`config.mk`:
```
export PLATFORM = sky130hd
export DESIGN_NAME = pit_multi_flat
export DESIGN_NICKNAME = d
export VERILOG_FILES = /design/src/rtl/pit_pkg.sv /design/src/rtl/pit_multi_if.sv /design/src/rtl/pit_channel.sv /design/src/rtl/pit_multi.sv /design/src/flat_wrapper.sv
export SDC_FILE = /design/constraint.sdc
export NUM_CORES = 1
export LEC_CHECK = 0
export ABC_CLOCK_PERIOD_IN_PS = 7300
export BUFFER_PORTS_ARGS = -buffer_cell sky130_fd_sc_hd__buf_2
export CORE_ASPECT_RATIO = 0.7
export CORE_MARGIN = 5
export CORE_UTILIZATION = 25
export CTS_CLUSTER_SIZE = 25
export DETAILED_ROUTE_END_ITERATION = 8
export GPL_TIMING_DRIVEN = 0
export PLACE_DENSITY_LB_ADDON = 0.2
export SYNTH_ARGS = -nofsm -noshare
export SYNTH_HDL_FRONTEND = slang
export SYNTH_SLANG_ARGS = --single-unit
```
`constraint.sdc`:
```
create_clock -name clk_i -period 7.3 [get_ports clk_i]
set_input_delay 1.46 -clock clk_i [delete_from_list [all_inputs] [get_ports clk_i]]
set_output_delay 1.46 -clock clk_i [all_outputs]
set_load 0.05 [all_outputs]
```
`src/rtl/pit_pkg.sv`:
```
// Register map, CTRL bit positions and the bus address decoder for the
// multi-channel interval timer.
package pit_pkg;

    localparam logic [7:0] PIT_PRESCALE  = 8'h00;
    localparam logic [7:0] PIT_IRQ_STAT  = 8'h04;
    localparam logic [7:0] PIT_IRQ_EN    = 8'h08;
    localparam logic [7:0] PIT_CH_BASE   = 8'h10;
    localparam logic [7:0] PIT_CH_STRIDE = 8'h10;
    localparam logic [3:0] PIT_CTRL      = 4'h0;
    localparam logic [3:0] PIT_RELOAD    = 4'h4;
    localparam logic [3:0] PIT_COUNT     = 4'h8;

    localparam int unsigned CTRL_EN       = 0;
    localparam int unsigned CTRL_PERIODIC = 1;

    typedef enum logic [2:0] {
        REG_NONE,
        REG_PRESCALE,
        REG_STAT,
        REG_EN,
        REG_CTRL,
        REG_RELOAD,
        REG_COUNT
    } pit_reg_e;

    typedef struct packed {
        pit_reg_e   sel;
        logic [3:0] ch;
    } pit_dec_t;

    // Channel index is not range-checked here; the top knows NUM_CH.
    function automatic pit_dec_t pit_decode(input logic [5:0] word);
        pit_dec_t   d;
        logic [7:0] a;
        logic [7:0] off;
        d.sel = REG_NONE;
        d.ch  = '0;
        a     = {word, 2'b00};
        off   = a - PIT_CH_BASE;
        if (a == PIT_PRESCALE) begin
            d.sel = REG_PRESCALE;
        end else if (a == PIT_IRQ_STAT) begin
            d.sel = REG_STAT;
        end else if (a == PIT_IRQ_EN) begin
            d.sel = REG_EN;
        end else if (a >= PIT_CH_BASE) begin
            d.ch = 4'(off / PIT_CH_STRIDE);
            case (4'(off % PIT_CH_STRIDE))
                PIT_CTRL:   d.sel = REG_CTRL;
                PIT_RELOAD: d.sel = REG_RELOAD;
                PIT_COUNT:  d.sel = REG_COUNT;
                default:    d.sel = REG_NONE;
            endcase
        end
        return d;
    endfunction

endpackage

```
`src/rtl/pit_multi_if.sv`:
```
// Wishbone slave bus of the interval timer, as seen from the master and the slave.
interface pit_multi_if;
    logic        cyc_i;
    logic        stb_i;
    logic        we_i;
    logic [3:0]  sel_i;
    logic [31:0] adr_i;
    logic [31:0] dat_i;
    logic [31:0] dat_o;
    logic        ack_o;

    modport master (output cyc_i, stb_i, we_i, sel_i, adr_i, dat_i,
                    input  dat_o, ack_o);
    modport slave  (input  cyc_i, stb_i, we_i, sel_i, adr_i, dat_i,
                    output dat_o, ack_o);
endinterface

```
`src/rtl/pit_channel.sv`:
```
// One timer channel: CTRL, RELOAD and the down-counter, advanced by the shared tick.
module pit_channel
    import pit_pkg::*;
#(
    parameter int unsigned CNT_W = 16
) (
    input  logic             clk_i,
    input  logic             rst_n_i,
    input  logic             tick_i,
    input  logic             ctrl_we_i,
    input  logic             reload_we_i,
    input  logic [31:0]      wdata_i,
    output logic [CNT_W-1:0] count_o,
    output logic [CNT_W-1:0] reload_o,
    output logic [1:0]       ctrl_o,
    output logic             expire_o
);

    logic [1:0]       ctrl_q;
    logic [CNT_W-1:0] reload_q;
    logic [CNT_W-1:0] count_q;
    logic             unused_wdata;

    assign unused_wdata = ^wdata_i;

    // A CTRL write in the same cycle as a tick suppresses that tick.
    assign expire_o = tick_i && ctrl_q[CTRL_EN] && (count_q == '0) && !ctrl_we_i;

    always_ff @(posedge clk_i or negedge rst_n_i) begin
        if (!rst_n_i) begin
            ctrl_q   <= '0;
            reload_q <= '0;
            count_q  <= '0;
        end else begin
            if (ctrl_we_i) begin
                ctrl_q <= wdata_i[1:0];
                if (wdata_i[CTRL_EN]) count_q <= reload_q;
            end else if (tick_i && ctrl_q[CTRL_EN]) begin
                if (count_q != '0)               count_q <= count_q - CNT_W'(1);
                else if (ctrl_q[CTRL_PERIODIC])  count_q <= reload_q;
                else                             ctrl_q[CTRL_EN] <= 1'b0;
            end
            if (reload_we_i) reload_q <= wdata_i[CNT_W-1:0];
        end
    end

    assign count_o  = count_q;
    assign reload_o = reload_q;
    assign ctrl_o   = ctrl_q;

endmodule

```
`src/rtl/pit_multi.sv`:
```
// Multi-channel programmable interval timer: Wishbone register file, shared
// prescaler, sticky interrupt status with per-channel enable.
module pit_multi
    import pit_pkg::*;
#(
    parameter int unsigned NUM_CH = 4,
    parameter int unsigned CNT_W  = 16,
    parameter int unsigned PRE_W  = 16
) (
    input  logic      clk_i,
    input  logic      rst_n_i,
    pit_multi_if.slave wb,
    output logic      int_o
);

    logic              accept;
    logic              wr_en;
    pit_dec_t          dec;
    logic              tick;
    logic [PRE_W-1:0]  prescale_q;
    logic [PRE_W-1:0]  pre_cnt_q;
    logic [NUM_CH-1:0] stat_q, stat_d;
    logic [NUM_CH-1:0] en_q;
    logic [NUM_CH-1:0] expire;
    logic [NUM_CH-1:0] w1c;
    logic              ack_q;
    logic              int_q;
    logic [31:0]       dat_q;
    logic [31:0]       rd_data;
    logic [CNT_W-1:0]  ch_count  [NUM_CH];
    logic [CNT_W-1:0]  ch_reload [NUM_CH];
    logic [1:0]        ch_ctrl   [NUM_CH];
    logic              unused_bus;

    assign unused_bus = ^{wb.adr_i[31:8], wb.adr_i[1:0], wb.dat_i};

    assign accept = wb.cyc_i && wb.stb_i && !ack_q;
    assign wr_en  = accept && wb.we_i && (wb.sel_i == 4'hF);
    assign dec    = pit_decode(wb.adr_i[7:2]);
    assign tick   = (pre_cnt_q == prescale_q);

    for (genvar n = 0; n < NUM_CH; n++) begin : g_ch
        pit_channel #(.CNT_W(CNT_W)) u_ch (
            .clk_i       (clk_i),
            .rst_n_i     (rst_n_i),
            .tick_i      (tick),
            .ctrl_we_i   (wr_en && dec.sel == REG_CTRL   && dec.ch == 4'(n)),
            .reload_we_i (wr_en && dec.sel == REG_RELOAD && dec.ch == 4'(n)),
            .wdata_i     (wb.dat_i),
            .count_o     (ch_count[n]),
            .reload_o    (ch_reload[n]),
            .ctrl_o      (ch_ctrl[n]),
            .expire_o    (expire[n])
        );
    end

    // Hardware set takes priority over a simultaneous write-1-to-clear.
    always_comb begin
        w1c    = (wr_en && dec.sel == REG_STAT) ? wb.dat_i[NUM_CH-1:0] : '0;
        stat_d = (stat_q & ~w1c) | expire;
    end

    always_comb begin
        rd_data = '0;
        case (dec.sel)
            REG_PRESCALE: rd_data[PRE_W-1:0]  = prescale_q;
            REG_STAT:     rd_data[NUM_CH-1:0] = stat_q;
            REG_EN:       rd_data[NUM_CH-1:0] = en_q;
            default: begin
                for (int unsigned n = 0; n < NUM_CH; n++) begin
                    if (dec.ch == 4'(n)) begin
                        case (dec.sel)
                            REG_CTRL:   rd_data[1:0]       = ch_ctrl[n];
                            REG_RELOAD: rd_data[CNT_W-1:0] = ch_reload[n];
                            REG_COUNT:  rd_data[CNT_W-1:0] = ch_count[n];
                            default:    ;
                        endcase
                    end
                end
            end
        endcase
    end

    always_ff @(posedge clk_i or negedge rst_n_i) begin
        if (!rst_n_i) begin
            prescale_q <= '0;
            pre_cnt_q  <= '0;
            stat_q     <= '0;
            en_q       <= '0;
            ack_q      <= 1'b0;
            int_q      <= 1'b0;
            dat_q      <= '0;
        end else begin
            ack_q  <= accept;
            int_q  <= |(stat_q & en_q);
            stat_q <= stat_d;
            if (accept && !wb.we_i) dat_q <= rd_data;
            if (wr_en && dec.sel == REG_EN) en_q <= wb.dat_i[NUM_CH-1:0];
            if (wr_en && dec.sel == REG_PRESCALE) begin
                prescale_q <= wb.dat_i[PRE_W-1:0];
                pre_cnt_q  <= '0;
            end else begin
                pre_cnt_q  <= tick ? '0 : pre_cnt_q + PRE_W'(1);
            end
        end
    end

    assign wb.ack_o = ack_q;
    assign wb.dat_o = dat_q;
    assign int_o    = int_q;

endmodule

```
`src/flat_wrapper.sv`:
```
// flat-port wrapper written by rule: the top's interface ports become plain ports
module pit_multi_flat import pit_pkg::*;
#(
    parameter int unsigned NUM_CH = 4,
    parameter int unsigned CNT_W  = 16,
    parameter int unsigned PRE_W  = 16
)
  (clk_i, rst_n_i, int_o, wb_cyc_i, wb_stb_i, wb_we_i, wb_sel_i, wb_adr_i, wb_dat_i, wb_dat_o, wb_ack_o);
  pit_multi_if wb_i ();
  input  logic clk_i;
  input  logic rst_n_i;
  output logic int_o;
  input wire logic [$bits(wb_i.cyc_i)-1:0] wb_cyc_i;
  input wire logic [$bits(wb_i.stb_i)-1:0] wb_stb_i;
  input wire logic [$bits(wb_i.we_i)-1:0] wb_we_i;
  input wire logic [$bits(wb_i.sel_i)-1:0] wb_sel_i;
  input wire logic [$bits(wb_i.adr_i)-1:0] wb_adr_i;
  input wire logic [$bits(wb_i.dat_i)-1:0] wb_dat_i;
  output wire logic [$bits(wb_i.dat_o)-1:0] wb_dat_o;
  output wire logic [$bits(wb_i.ack_o)-1:0] wb_ack_o;
  assign wb_i.cyc_i = wb_cyc_i;
  assign wb_i.stb_i = wb_stb_i;
  assign wb_i.we_i = wb_we_i;
  assign wb_i.sel_i = wb_sel_i;
  assign wb_i.adr_i = wb_adr_i;
  assign wb_i.dat_i = wb_dat_i;
  assign wb_dat_o = wb_i.dat_o;
  assign wb_ack_o = wb_i.ack_o;
  pit_multi #(.NUM_CH(NUM_CH), .CNT_W(CNT_W), .PRE_W(PRE_W)) u_core (.clk_i(clk_i), .rst_n_i(rst_n_i), .wb(wb_i), .int_o(int_o));
endmodule
```
==> metrics.txt, run 1 <==
reg-to-reg setup timing slack 3.55 ns; hold path endpoint u_core.wb.dat_o[12]; final setup fails 0; Syn Inst Count 1183; die width 266 um; hold path startpoint u_core.wb.dat_o[12]; GRT Overall Usage 17.5%; share of layout cells above drive strength 1 18.8%; vias per cell 5.44; core box area 45200 um2; total die area 50400 um2; measured slew at the worst slew-check pin 1.30 ns; Post-synth EDFFs 0; clock tree buffer depth 2; ys flop type dfrtp_1; most frequent cells in the layout 194 x dfrtp_1, 103 x nor2_1, 90 x mux2_2; Worst R2R Start u_core.prescale_q[3]; io pins 107; clock tree root driver cell clkbuf_16; mapped cell area 11500 um2; CTS tree built; Tmin final 4.44 ns; clock-pin slew of the registers on the worst-case setup and hold paths 0.07 ns; H-Tree Depth 4; Critical Path Source Type input pin; Min Hold Slack 0.506 ns; Detail Route Antenna Nets 0; r2r endpoint u_core.g_ch[2].u_ch.count_o[0]; leak pwr 5.76 nW; critical path type input pin to register; Initial DRT Pass Iterations 6; CTS Buf Count 17; Initial DRC Count 1289; CP max stage cell a2111oi_0; Max rail drop VDD 0.0942 mV; final setup TNS 0 ns; Final Hold Fails 0; clock skew 0.0161 ns; Critical Path AT 4.74 ns; antenna violations before repair 2; most numerous cell on the critical path clkbuf_1; Syn Area/Cell 9.70 um2; row count 65; max_cap viols 0; Final WS setup 2.86 ns; gr ovfl total 0; placed cell area 12600 um2; synth top area cells dfrtp_1 42%, mux2_2 8.8%, a22oi_1 4.6%; total wire length 44.9 mm; Die Span Y 189 um; Critical Path End Type register; crit path cell chain buf_2 > inv_1 > ha_1 > buf_4 > a21boi_1 > o221ai_2 > nand2b_1 > clkbuf_1 > clkbuf_1 > o22ai_1 > a2111oi_0 > nor2_1; area share of the largest cell type after synthesis 42.3%; post-route DRC violation count 0; # hold bufs at CTS 0; post-synthesis sequential area ratio 42.3%; critical path peak fanout 10; Total Power 0.00249 W; Yosys reg bits 194; fin crit share 60.9%; Crit path required time 7.59 ns; Synth area leader dfrtp_1; Critical Path Max Stage Delay 1.04 ns; clock insertion delay at the later pin of the skew report 0.46 ns; Hold Path Class register to register; worst rel slew slack 12.5%; DP HPWL 33.5 mm; Routed WL per cell 23.9 um; largest net degree at the start of global routing 100; pre-CTS setup slack 2.45 ns; Worst Path Buf+Inv 5; Worst path top cell family by delay compound AO/OA/AOI/OAI gates; Num Clock Sinks 194; fin area 13100 um2; asr flop ratio synth 100%; Fmax achieved 225 MHz; Port Buffers 47; RSZ-0062 raised after global routing false; Resized Gates After CTS 0; Layout area overhead 14.3%; first-pass GRT wire length 66.3 mm; via count 10.2k; GPL Wtd Cong 0.908; Power Density 190 nW/um2; commonest non-fill, non-tap cell in the layout dfrtp_1; Initial Utilization 25.4%; post-CTS setup buffers 0; Hold Path Stages 1; vias in the first global route 9727; Antenna diodes 0; worst r2r path cells 8; fin. max-slew vios 0; Syn. warnings 0; Nets 1348; status finished, final reports clean; library cells used by synthesis 85
==> area by class of cell <==
| cell class | instances | area, um2 |
|---|---|---|
| clock buffer | 19 | 453 |
| clock inverter | 13 | 100 |
| timing repair buffer | 49 | 280 |
| tap | 603 | 754 |
| multi-input combinational | 880 | 6110 |
| inverter | 30 | 113 |
| sequential | 194 | 4850 |
| buffer | 94 | 455 |
| fill | 4893 | 32100 |
==> flip-flops by register name, indices dropped and copies added, names as in the netlist <==
name	count
u_core.g_ch.u_ch.count_o	64
u_core.g_ch.u_ch.reload_o	64
u_core.pre_cnt_q	16
u_core.prescale_q	16
u_core.wb.dat_o	16
u_core.g_ch.u_ch.ctrl_o	8
u_core.en_q	4
u_core.stat_q	4
u_core.int_o	1
u_core.wb.ack_o	1
==> where the power goes <==
part	internal (W)	switching, W	total [W]	leakage, nW
sequential	0.00110	0.0000327	0.00114	2.60
clock	0.000460	0.000476	0.000936	0.264
combinational	0.000114	0.000306	0.000420	2.90
total	0.00168	0.000815	0.00249	5.76
==> metrics by stage <==
stage                     instances  util (%)
after global routing           1882      29.0
after CTS                      1881      29.0
after global placement         1848      27.7
after detailed placement       1849      27.8
after floorplan                1198         -
final                          1882      29.0
==> how the worst max path moves through the flow <==
stage / from / end / cells past startpoint
2_1_floorplan: wb_adr_i[4] / u_core.g_ch[0].u_ch.count_o[1] / 11
6_report: wb_adr_i[4] / u_core.wb.dat_o[10] / 12
3_3_place_gp: rst_n_i / u_core.g_ch[0].u_ch.count_o[11] / 1
3_5_place_dp: wb_adr_i[4] / u_core.wb.dat_o[10] / 12
4_1_cts: wb_adr_i[4] / u_core.wb.dat_o[10] / 12
5_1_grt: wb_adr_i[2] / u_core.wb.dat_o[6] / 10
==> synth_stat cells (30+ instances only) <==
cell type / count
nor3_1: 32
clkbuf_1: 55
a22oi_1: 71
mux2i_1: 44
a21oi_1: 48
mux2_2: 90
inv_1: 30
nand2_1: 72
o21ai_0: 40
o22ai_1: 30
nand3_1: 36
nor2_1: 103
dfrtp_1: 194
==> per-layer routing <==
| metal | part of all wire [%] | vias to the layer above | global-route usage [%] |
|---|---|---|---|
| met2 | 39 | 455 | 22.9 |
| met3 | 11 | 21 | 6.48 |
| met4 | 0.67 | 0 | 2.30 |
| li1 | - | 4582 | - |
| met1 | 49 | 5181 | 27.5 |
| met5 | 0 | - | 0 |
==> cells by family (layout without fill, tap and decap cells) <==
logic type	after synthesis	in the layout	synth area share (%)
xor+xnor	33	33	2.52
buf+inv	124	205	4.95
simple gates	376	376	16.7
mux	136	136	12.9
flops	194	194	42.3
fa+ha+maj	9	9	0.981
other cells	1	16	0.0327
compound gates	310	310	19.6
No activity file was read; power rests on OpenSTA's default activity.
==> run 2: changes to the inputs <==
--- a/config.mk
+++ b/config.mk
@@ -5,7 +5,8 @@
 export SDC_FILE = /design/constraint.sdc
 export NUM_CORES = 1
 export LEC_CHECK = 0
-export ABC_CLOCK_PERIOD_IN_PS = 7300
+export ABC_AREA = 1
+export ABC_CLOCK_PERIOD_IN_PS = 4490
 export BUFFER_PORTS_ARGS = -buffer_cell sky130_fd_sc_hd__buf_2
 export CORE_ASPECT_RATIO = 0.7
 export CORE_MARGIN = 5
==> constraint.sdc (replaced) <==
create_clock -name clk_i -period 4.49 [get_ports clk_i]
set_input_delay 0.898 -clock clk_i [delete_from_list [all_inputs] [get_ports clk_i]]
set_output_delay 0.898 -clock clk_i [all_outputs]
set_load 0.05 [all_outputs]
==> metrics.txt, run 2 <==
Syn. warnings 0 (unchanged); met1 Track Usage GR 28.0% (+0.47 points); vias per cell 4.78 (-12%); Initial Utilization 25.3% (-0.043 points); Initial DRC Count 1329 (+3.1%); fin crit share 75.8%; Detail Route Antenna Nets 0 (unchanged); count leader, synth nand2_1; clock tree buffer depth 2 (unchanged); worst rel slew slack 39.0% (+27 points); r2r endpoint u_core.g_ch[1].u_ch.count_o[11]; final setup TNS 0 ns (unchanged); clock-pin slew of the registers on the worst-case setup and hold paths 0.08 ns (about the same); worst r2r path cells 12 (+4); critical path type input pin to register; row count 68 (+4.6%); most frequent cells in the layout 608 x nand2_1, 215 x nor2_1, 194 x dfrtp_1; Syn Inst Count 1844 (+56%); Critical Path AT 3.77 ns (-0.97 ns); Critical Path Max Stage Delay 0.53 ns (-0.51 ns); Syn Area/Cell 6.79 um2 (-30%); Nets 2009 (+49%); die width 278 um (+4.3%); H-Tree Depth 4 (unchanged); max_cap viols 0 (unchanged); antenna violations before repair 3 (+1); Crit path required time 4.86 ns (-2.73 ns); Initial DRT Pass Iterations 5 (-1); synth top area cells dfrtp_1 39%, nand2_1 18%, o21ai_0 6.7%; total wire length 48.5 mm (+8.0%); Num Clock Sinks 194 (unchanged); GPL Wtd Cong 0.926 (+2.0%); asr flop ratio synth 100% (unchanged); Post-synth EDFFs 0 (unchanged); Hold Path Class input pin to asynchronous set/reset pin; GRT Overall Usage 17.5% (+0.054 points); CTS Buf Count 17 (unchanged); vias in the first global route 11.8k (+21%); via count 12.5k (+22%); Final Hold Fails 0 (unchanged); Port Buffers 48 (+2.1%); Tmin final 3.40 ns; Layout area overhead 14.3% (about the same); Worst R2R Start u_core.g_ch[1].u_ch.count_o[0]; GR peak layer met1; ys flop type dfrtp_1; mapped cell area 12500 um2 (+9.1%); post-route DRC violation count 0 (unchanged); measured slew at the worst slew-check pin 0.909 ns (-0.392 ns); total die area 54800 um2 (+8.7%); reg-to-reg setup timing slack 1.50 ns (-2.05 ns); fin. max-slew vios 0 (unchanged); post-synthesis sequential area ratio 38.7% (-3.5 points); Die Span Y 197 um (+4.2%); post-CTS setup buffers 0 (unchanged); Critical Path End Type register; largest net degree at the start of global routing 118 (+18%); core box area 49400 um2 (+9.3%); final setup fails 0 (unchanged); clock skew 0.0202 ns (+0.00412 ns); Routed WL per cell 18.6 um (-22%); first-pass GRT wire length 74.0 mm (+12%); library cells used by synthesis 47 (-45%); critical path peak fanout 10 (unchanged); RSZ-0062 raised after global routing false; # hold bufs at CTS 0 (unchanged); clock insertion delay at the later pin of the skew report 0.48 ns (+0.02 ns); CP max stage cell nand2_1; Power Density 359 nW/um2 (+89%); share of layout cells above drive strength 1 8.14% (-11 points); leak pwr 6.84 nW (+19%); Fmax achieved 294 MHz; DP HPWL 37.7 mm (+12%); Synth area leader dfrtp_1; Yosys reg bits 194 (unchanged); synth cell count leaders 608 x nand2_1, 215 x nor2_1, 194 x dfrtp_1; commonest non-fill, non-tap cell in the layout nand2_1; gr ovfl total 0 (unchanged); Total Power 0.00514 W (+110%); io pins 107 (unchanged); crit path cell chain buf_2 > inv_1 > ha_1 > nand2_1 > nor2_1 > o21ai_1 > nand2_1 > nand3_4 > nor2_2 > nand2_2 > nand2_2 > buf_6 > nand2_1 > nand2_1 > inv_1; most numerous cell on the critical path nand2_1; status finished, final reports clean; met3 Usage GRT 4.37% (-2.1 points); Resized Gates After CTS 0 (unchanged); met2 Use GR 24.1% (+1.2 points); CTS tree built; area share of the largest cell type after synthesis 38.7% (-3.5 points); Max rail drop VDD 0.271 mV (+190%); Critical Path Source Type input pin; clock tree root driver cell clkbuf_16
-- run 2: changes by cell type in the layout (fill, tap and decap cells not counted), moves of 19 or more --
cell / before / now
a22oi_1: 71 / 11
mux2i_1: 44 / 0
nor2_1: 103 / 215
nand4_1: 20 / 54
or2_2: 19 / 0
o21ai_0: 40 / 167
nand3_1: 36 / 110
nand2_1: 72 / 608
xor2_1: 6 / 31
o32ai_1: 27 / 0
nor3_1: 32 / 13
inv_1: 30 / 185
mux2_2: 90 / 0
-- run 2: cell type report --
cell class | count | area (um2)
clock buffer | 17 | 425
timing repair buffer | 49 | 278
tap | 665 | 832
buffer | 80 | 400
antenna | 1 | 2.50
fill | 5546 | 35100
inverter | 192 | 723
multi-input combinational | 1393 | 6610
clock inverter | 15 | 196
sequential | 194 | 4850
-- run 2: per-stage QoR --
stage | hold WS (ns) | instances | utilization, % | area, um2 | worst slack [ns]
6_report | 0.439 | 2606 | 29.0 | 14300 | 1.09
5_1_grt | 0.489 | 2605 | 29.0 | 14300 | 1.01
3_5_place_dp | 0.474 | 2573 | 27.7 | 13700 | 0.679
2_1_floorplan | 0.453 | 1859 | - | 12600 | 1.75
3_3_place_gp | 0.469 | 2572 | 27.6 | 13700 | -1.12
4_1_cts | 0.451 | 2605 | 29.0 | 14300 | 1.19
-- run 2: worst max-delay path by stage --
stage / endpoint / cells past startpoint / from
finish: u_core.g_ch[0].u_ch.count_o[9] / 15 / wb_adr_i[4]
global route: u_core.wb.dat_o[13] / 13 / wb_adr_i[4]
CTS: u_core.g_ch[0].u_ch.count_o[9] / 15 / wb_adr_i[4]
detailed placement: u_core.g_ch[0].u_ch.count_o[9] / 15 / wb_adr_i[4]
global placement: u_core.pre_cnt_q[8] / 1 / rst_n_i
floorplan: u_core.g_ch[0].u_ch.count_o[11] / 13 / wb_adr_i[4]
-- run 2: layer usage --
layer	share of wire, %	up-vias
met2	39	435
met3	8.5	22
met1	52	5926
li1	-	6083
met4	0.75	0
met5	0	-
-- run 2: critical path: cells and delay by family --
kind / cells / cell delay, ns
AND/OR/NAND/NOR: 9 / 2.04
AO/OA/AOI/OAI: 1 / 0.07
buffers and inverters: 4 / 0.47
adder cells (fa/ha/maj): 1 / 0.26
-- run 2: kinds of logic (layout without fill, tap and decap cells) --
| group | Yosys count | after routing | share of synthesized area [%] |
|---|---|---|---|
| XOR/XNOR | 58 | 58 | 4.05 |
| flip-flops | 194 | 194 | 38.7 |
| other | 1 | 17 | 0.0299 |
| buffers and inverters | 272 | 353 | 8.97 |
| AO/OA/AOI/OAI | 271 | 271 | 11.8 |
| AND/OR/NAND/NOR | 1039 | 1039 | 35.5 |
| adder cells (fa/ha/maj) | 9 | 9 | 0.899 |
-- run 2: power breakdown --
group | internal [W] | switching, W
Clock | 0.000772 | 0.000885
Combinational | 0.000461 | 0.00104
Sequential | 0.00185 | 0.000138
